### config.mk
export PLATFORM = sky130hd
export DESIGN_NAME = mem_arbiter
export DESIGN_NICKNAME = d
export VERILOG_FILES = /design/src/rtl/mem_arbiter.sv
export SDC_FILE = /design/constraint.sdc
export NUM_CORES = 1
export LEC_CHECK = 0
export ABC_AREA = 1
export CAP_MARGIN = 20
export CELL_PAD_IN_SITES_DETAIL_PLACEMENT = 1
export CELL_PAD_IN_SITES_GLOBAL_PLACEMENT = 2
export CORE_ASPECT_RATIO = 1.1
export CORE_UTILIZATION = 20
export DETAILED_ROUTE_END_ITERATION = 7
export GPL_TIMING_DRIVEN = 0
export PLACE_DENSITY = 0.84
export SETUP_SLACK_MARGIN = 0.3
export SLEW_MARGIN = 20
export SYNTH_ARGS = -nofsm -noshare
export SYNTH_HDL_FRONTEND = slang
export SYNTH_SLANG_ARGS = --single-unit
### constraint.sdc
create_clock -name clk -period 1.3 [get_ports clk]
set_input_delay 0.26 -clock clk [delete_from_list [all_inputs] [get_ports clk]]
set_output_delay 0.26 -clock clk [all_outputs]
set_load 0.02 [all_outputs]
### src/rtl/mem_arbiter.sv
`default_nettype none
// ============================================================================
// Module   : mem_arbiter
// Purpose  : Two-port round-robin arbiter and sequencer in front of a
//            single-port memory that reads and writes on the falling clock
//            edge. Each requester holds a request until it receives a
//            one-cycle done pulse. The memory write strobe (active-low
//            readwriteN) is low for exactly one falling edge per write.
// Ports    : clk, resetN (async, active-low)
//            req0/rwN0/addr0/wdata0 -> gnt0/done0/rdata0  (requester 0)
//            req1/rwN1/addr1/wdata1 -> gnt1/done1/rdata1  (requester 1)
//            mem_readwriteN/mem_address/mem_data_in -> memory
//            mem_data_out <- memory
//            busy : high while an access is in ACCESS or DONE
// Revision : 1.0  initial release
// ============================================================================
module mem_arbiter #(
  parameter int ADDR_W = 8,
  parameter int DATA_W = 8
) (
  input  logic              clk,
  input  logic              resetN,
  input  logic              req0,
  input  logic              rwN0,
  input  logic [ADDR_W-1:0] addr0,
  input  logic [DATA_W-1:0] wdata0,
  output logic              gnt0,
  output logic              done0,
  output logic [DATA_W-1:0] rdata0,
  input  logic              req1,
  input  logic              rwN1,
  input  logic [ADDR_W-1:0] addr1,
  input  logic [DATA_W-1:0] wdata1,
  output logic              gnt1,
  output logic              done1,
  output logic [DATA_W-1:0] rdata1,
  output logic              mem_readwriteN,
  output logic [ADDR_W-1:0] mem_address,
  output logic [DATA_W-1:0] mem_data_in,
  input  logic [DATA_W-1:0] mem_data_out,
  output logic              busy
);

  typedef enum logic [1:0] {
    ST_IDLE   = 2'd0,
    ST_ACCESS = 2'd1,
    ST_DONE   = 2'd2
  } state_t;

  state_t            state_q, state_d;
  logic              last_q, last_d;
  logic              mem_rwn_q, mem_rwn_d;
  logic [ADDR_W-1:0] mem_addr_q, mem_addr_d;
  logic [DATA_W-1:0] mem_din_q, mem_din_d;
  logic [DATA_W-1:0] rdata0_q, rdata0_d;
  logic [DATA_W-1:0] rdata1_q, rdata1_d;
  logic              gnt0_q, gnt0_d;
  logic              gnt1_q, gnt1_d;
  logic              done0_q, done0_d;
  logic              done1_q, done1_d;

  // Arbitration: a lone request wins; on a tie the port that was not served
  // last wins. arb_win = 1 selects port 1.
  logic arb_req;
  logic arb_win;

  always_comb begin
    arb_req = req0 | req1;
    arb_win = (req0 & req1) ? ~last_q : req1;
  end

  always_comb begin
    state_d    = state_q;
    last_d     = last_q;
    mem_rwn_d  = mem_rwn_q;
    mem_addr_d = mem_addr_q;
    mem_din_d  = mem_din_q;
    rdata0_d   = rdata0_q;
    rdata1_d   = rdata1_q;
    gnt0_d     = gnt0_q;
    gnt1_d     = gnt1_q;
    done0_d    = done0_q;
    done1_d    = done1_q;

    case (state_q)
      // DONE re-arbitrates exactly like IDLE so back-to-back accesses take
      // two cycles each.
      ST_IDLE, ST_DONE: begin
        gnt0_d  = 1'b0;
        gnt1_d  = 1'b0;
        done0_d = 1'b0;
        done1_d = 1'b0;
        state_d = ST_IDLE;
        if (arb_req) begin
          state_d    = ST_ACCESS;
          last_d     = arb_win;
          gnt0_d     = ~arb_win;
          gnt1_d     = arb_win;
          mem_addr_d = arb_win ? addr1  : addr0;
          mem_din_d  = arb_win ? wdata1 : wdata0;
          mem_rwn_d  = arb_win ? rwN1   : rwN0;
        end
      end
      ST_ACCESS: begin
        // The memory acted on the falling edge inside this cycle; release
        // the write strobe so it covers exactly one falling edge.
        state_d   = ST_DONE;
        mem_rwn_d = 1'b1;
        if (mem_rwn_q) begin
          if (gnt1_q) rdata1_d = mem_data_out;
          else        rdata0_d = mem_data_out;
        end
        done0_d = gnt0_q;
        done1_d = gnt1_q;
      end
      default: begin
        state_d = ST_IDLE;
      end
    endcase
  end

  always_ff @(posedge clk or negedge resetN) begin
    if (!resetN) begin
      state_q    <= ST_IDLE;
      last_q     <= 1'b1;
      mem_rwn_q  <= 1'b1;
      mem_addr_q <= '0;
      mem_din_q  <= '0;
      rdata0_q   <= '0;
      rdata1_q   <= '0;
      gnt0_q     <= 1'b0;
      gnt1_q     <= 1'b0;
      done0_q    <= 1'b0;
      done1_q    <= 1'b0;
    end else begin
      state_q    <= state_d;
      last_q     <= last_d;
      mem_rwn_q  <= mem_rwn_d;
      mem_addr_q <= mem_addr_d;
      mem_din_q  <= mem_din_d;
      rdata0_q   <= rdata0_d;
      rdata1_q   <= rdata1_d;
      gnt0_q     <= gnt0_d;
      gnt1_q     <= gnt1_d;
      done0_q    <= done0_d;
      done1_q    <= done1_d;
    end
  end

  assign gnt0           = gnt0_q;
  assign gnt1           = gnt1_q;
  assign done0          = done0_q;
  assign done1          = done1_q;
  assign rdata0         = rdata0_q;
  assign rdata1         = rdata1_q;
  assign mem_readwriteN = mem_rwn_q;
  assign mem_address    = mem_addr_q;
  assign mem_data_in    = mem_din_q;
  assign busy           = (state_q != ST_IDLE);

endmodule
`default_nettype wire
== Word level (Yosys, flattened, before mapping) ==
Index checks and enable logic that the tools add are counted.
Operators by class
  reduce and logical (&&, ||, !) cells: 8
  $add $sub $neg: 0
  $mul: 0
  shift operators: 0
  magnitude comparators: 0
  multiplexer cells: 12
  bitwise logic cells: 5
  eq/ne operators: 3
  div/mod/pow operators: 0
Operators with widths (count)
  two-way mux 8 bit: 2
  two-way mux 1 bit: 6
  case mux 1 bit (2 select lines): 3
  AND reduction 3 bit: 2
  case mux 2 bit (2 select lines): 1
  AND reduction 2 bit: 2
  nonzero test 2 bit: 2
  NOT 1 bit: 3
  equality test 2 x 1 -> 1 bit (second input constant): 1
  equality test 2 bit (second input constant): 1
  logical NOT 2 bit: 1
  inequality test 2 bit (second input constant): 1
  OR reduction 2 bit: 1
  AND 1 bit: 1
  bitwise OR 1 bit: 1
Word-level totals
  bits in read-only memories: 0
  memories: 0
  register bits: 40
  word-level logic and storage cells: 39
  latch bits: 0
  RAM bits: 0
  output and inout port bits: 38

== Depth between registers and ports, before layout ==
  depth after elaboration: 5
  depth in mapped cells: 6

== Worst setup path after synthesis ==
OpenSTA, ideal clock, no wires.
  path kind: flip-flop to flip-flop
  start: reg mem_rwn_q (netlist: mem_readwriteN)
  end: reg rdata1_q[0] (netlist: rdata1[0])
  buffers on the path: 1
  stages on the path, launching flop included: 5
  data arrival time: 1.135 ns
  path slack: 0.039 ns
  library setup time: 0.126 ns
  cell sequence: dfstp_2 -> nand4_1 -> buf_2 -> nand2_1 -> o21ai_0
Between the ends
  longest elaborated chain between the ends: 1
RTL lines
  from (decl): line 52  | logic mem_rwn_q, mem_rwn_d;
  from (signal assigned): line 138  | mem_rwn_q <= mem_rwn_d;
  AND reduction 3 bit (no source line)
  to (signal assigned): line 142  | rdata1_q <= rdata1_d;
  to (decl): line 56  | logic [DATA_W-1:0] rdata1_q, rdata1_d;
No other way between the ends.
A chain may end at the register's enable or synchronous reset.

== Final worst setup path ==
  start: reg state_q[0]
  end: out busy
Between the ends
  longest elaborated chain between the ends: 1
RTL lines
  from (decl): line 50  | state_t state_q, state_d;
  from (signal assigned): line 136  | state_q <= state_d;
  nonzero test 2 bit: line 159  | assign busy = (state_q != ST_IDLE);
  to (decl): line 41  | output logic busy
No other way between the ends.

==> impl_metrics.toml <==
[timing]
final_max_slew_viol_count = 0
skew_ps = 4.24
layout_setup_ws_ps = 38.0
fmax_ghz = 0.792
setup-tns-final_ps = 0
setup_viol = 0
final_hold_viol_count = 0
slew_headroom_pct = 79.1
tightest_slew_ps = 314
rsz0062_at_grt = "true"
whs_ps = 399
period_minus_slack_ps = 1260
fin_crit_sh_pct = 97.1

[global_routing]
grt_max_degree = 30
grt_pass1_wl_mm = 10.1
grt_overflow = 0
use_met3_pct = 3.45
grt_util_met2_pct = 25.8
grt_busiest_layer = "met2"
grtUsageMet1_pct = 16.4
antenna_found_initial = 0
grt_usage_pct = 14.0
grt_pass1_vias = 1985

[detailed_routing]
first_iter_violations = 29
ant_nets = 0
dr_total_vias = 1945
drc = 0
wl_mm = 6.24
wl_per_cell_um = 13.3
firstDrtPassIters = 4
viasPerCell = 4.16

[worst_setup_path]
worstPathArrival_ps = 1000
start_kind = "register"
r2r-end = "rdata0[2]"
crit_fanout = 2
required_ps = 1040
r2r_setup_slack_ps = 40
ff2ff_path_depth = 6
r2r_start = "state_q[0]"
criticalPathCategory = "register to primary output"
endpoint_kind = "primary output"

[synth]
ys_ff_latch = 40
ys_types = 18
syn_inst = 214
ys_seq_area_share_pct = 55.6
yosys_warnings = 0
syn_area_per_cell_um2 = 8.43
syn_area_um2 = 1800
synth_fp_nets = 260

[clock_tree]
cts_tree = "built"
clock_path_buffers = 2
clock-sinks = 40
clkLatencyLatePin_ps = 290
cts.reportedPaths.clkPinSlew_ps = 80
cts_root_buffer = "clkbuf_8"
numCtsBuffers = 5
h-tree-depth = 2

[place]
place_hpwl_mm = 4.16
dp.cells = 409
gp_congestion = 0.725
portBuffers = 83
placed_cell_area_um2 = 2820
place_ws_ps = -527

[job]
drv_cap = 0

[pwr]
power_mw = 5.96
ir_drop_v = 0.000446
leakagePower_nw = 1.82
power_density_nw_per_um2 = 1630

[layout]
area_growth_pct = 103
stdcell_area_um2 = 3660
layoutNonFillerInstCount = 468
nFillCells = 997
fin_nets = 402
layout-drive-gt1-share_pct = 44.0
final_common_cell = "nand2_1"
utilization_pct = 42.6
layout_common_cells = "56 x nand2_1, 53 x buf_6, 42 x clkdlybuf4s50_1"
diodes = 0

[floorplan]
die_h_um = 102
initial_core_util_pct = 21.0
die_w_um = 92.6
coreArea_um2 = 8580
core.rowCount = 35
dieArea_um2 = 9410
io_pins = 84

[run_status]
status = "finished, final reports clean"

[min_path]
hp-class = "primary input to async pin"
[what timing repair did]
action / in CTS / in global routing
endpoints found under the setup margin: 77 / 77
buffers inserted: 35 / 12
hold buffers: 1 / 0
gates resized for setup: 297 / 21
pin swaps: 34 / 22
gates cloned: 3 / 0
hold endpoints to repair: 11 / 0
[worst max-delay path by stage]
| stage | startpoint | endpoint | slack [ps] |
|---|---|---|---|
| final | state_q[0] | busy | 40 |
| after detailed placement | req0 | mem_address[6] | -530 |
| after floorplan | mem_readwriteN | rdata1[0] | 60 |
| after CTS | mem_readwriteN | mem_readwriteN | 30 |
| after global routing | state_q[0] | rdata0[3] | -10 |
| after global placement | resetN | mem_address[6] | -1100 |
[cells in the mapped netlist (all sizes together)]
master	number	area [um2]
a21oi	1	5.00
buf	7	41.3
clkbuf	1	3.75
dfrtp	38	951
dfstp	2	52.6
inv	31	116
nand2	72	275
nand3	19	95.1
nand3b	17	128
nand4	2	12.5
nor2	3	13.8
o21ai	20	104
o22ai	1	6.26
[kinds of logic (layout without fill, tap and decap cells)]
family	count (synthesis)	in the layout	synth area share, %
simple gates	113	113	29.1
flops	40	40	55.6
buf+inv	39	182	8.95
compound gates	22	22	6.38
[state kept, by name, indices dropped and copies added, names as in the netlist]
name,flops
done0,1
done1,1
gnt0,1
gnt1,1
last_q,1
mem_address,8
mem_data_in,8
mem_readwriteN,1
rdata0,8
rdata1,8
state_q,2
[metal layers]
metal	wire length, um	share of wire [%]
met5	0	0
met4	29	0.46
met3	276	4.4
met2	3430	55
met1	2500	40
[report_power, final]
part / switching, mW / total, mW / internal [mW]
clock: 0.447 / 1.01 / 0.568
combinational: 1.32 / 2.99 / 1.66
sequential: 0.309 / 1.96 / 1.65
total: 2.08 / 5.96 / 3.88
[cell type report]
type / count / area, um2 / area share, %
inverters: 31 / 131 / 3.59
clock inverters: 3 / 42.5 / 1.16
flip-flops and latches: 40 / 1000 / 27.5
multi-input cells: 135 / 837 / 22.9
plain buffers: 8 / 92.6 / 2.53
repair buffers: 135 / 1340 / 36.7
clock buffers: 5 / 68.8 / 1.88
well taps: 111 / 139 / 3.79
[worst max-delay path, stage by stage, from the launching register on]
cell and delay, ps:
dfrtp_2 440, inv_4 60, nand2_1 70, buf_6 130
Note: power is estimated with default switching activity, not from simulation.
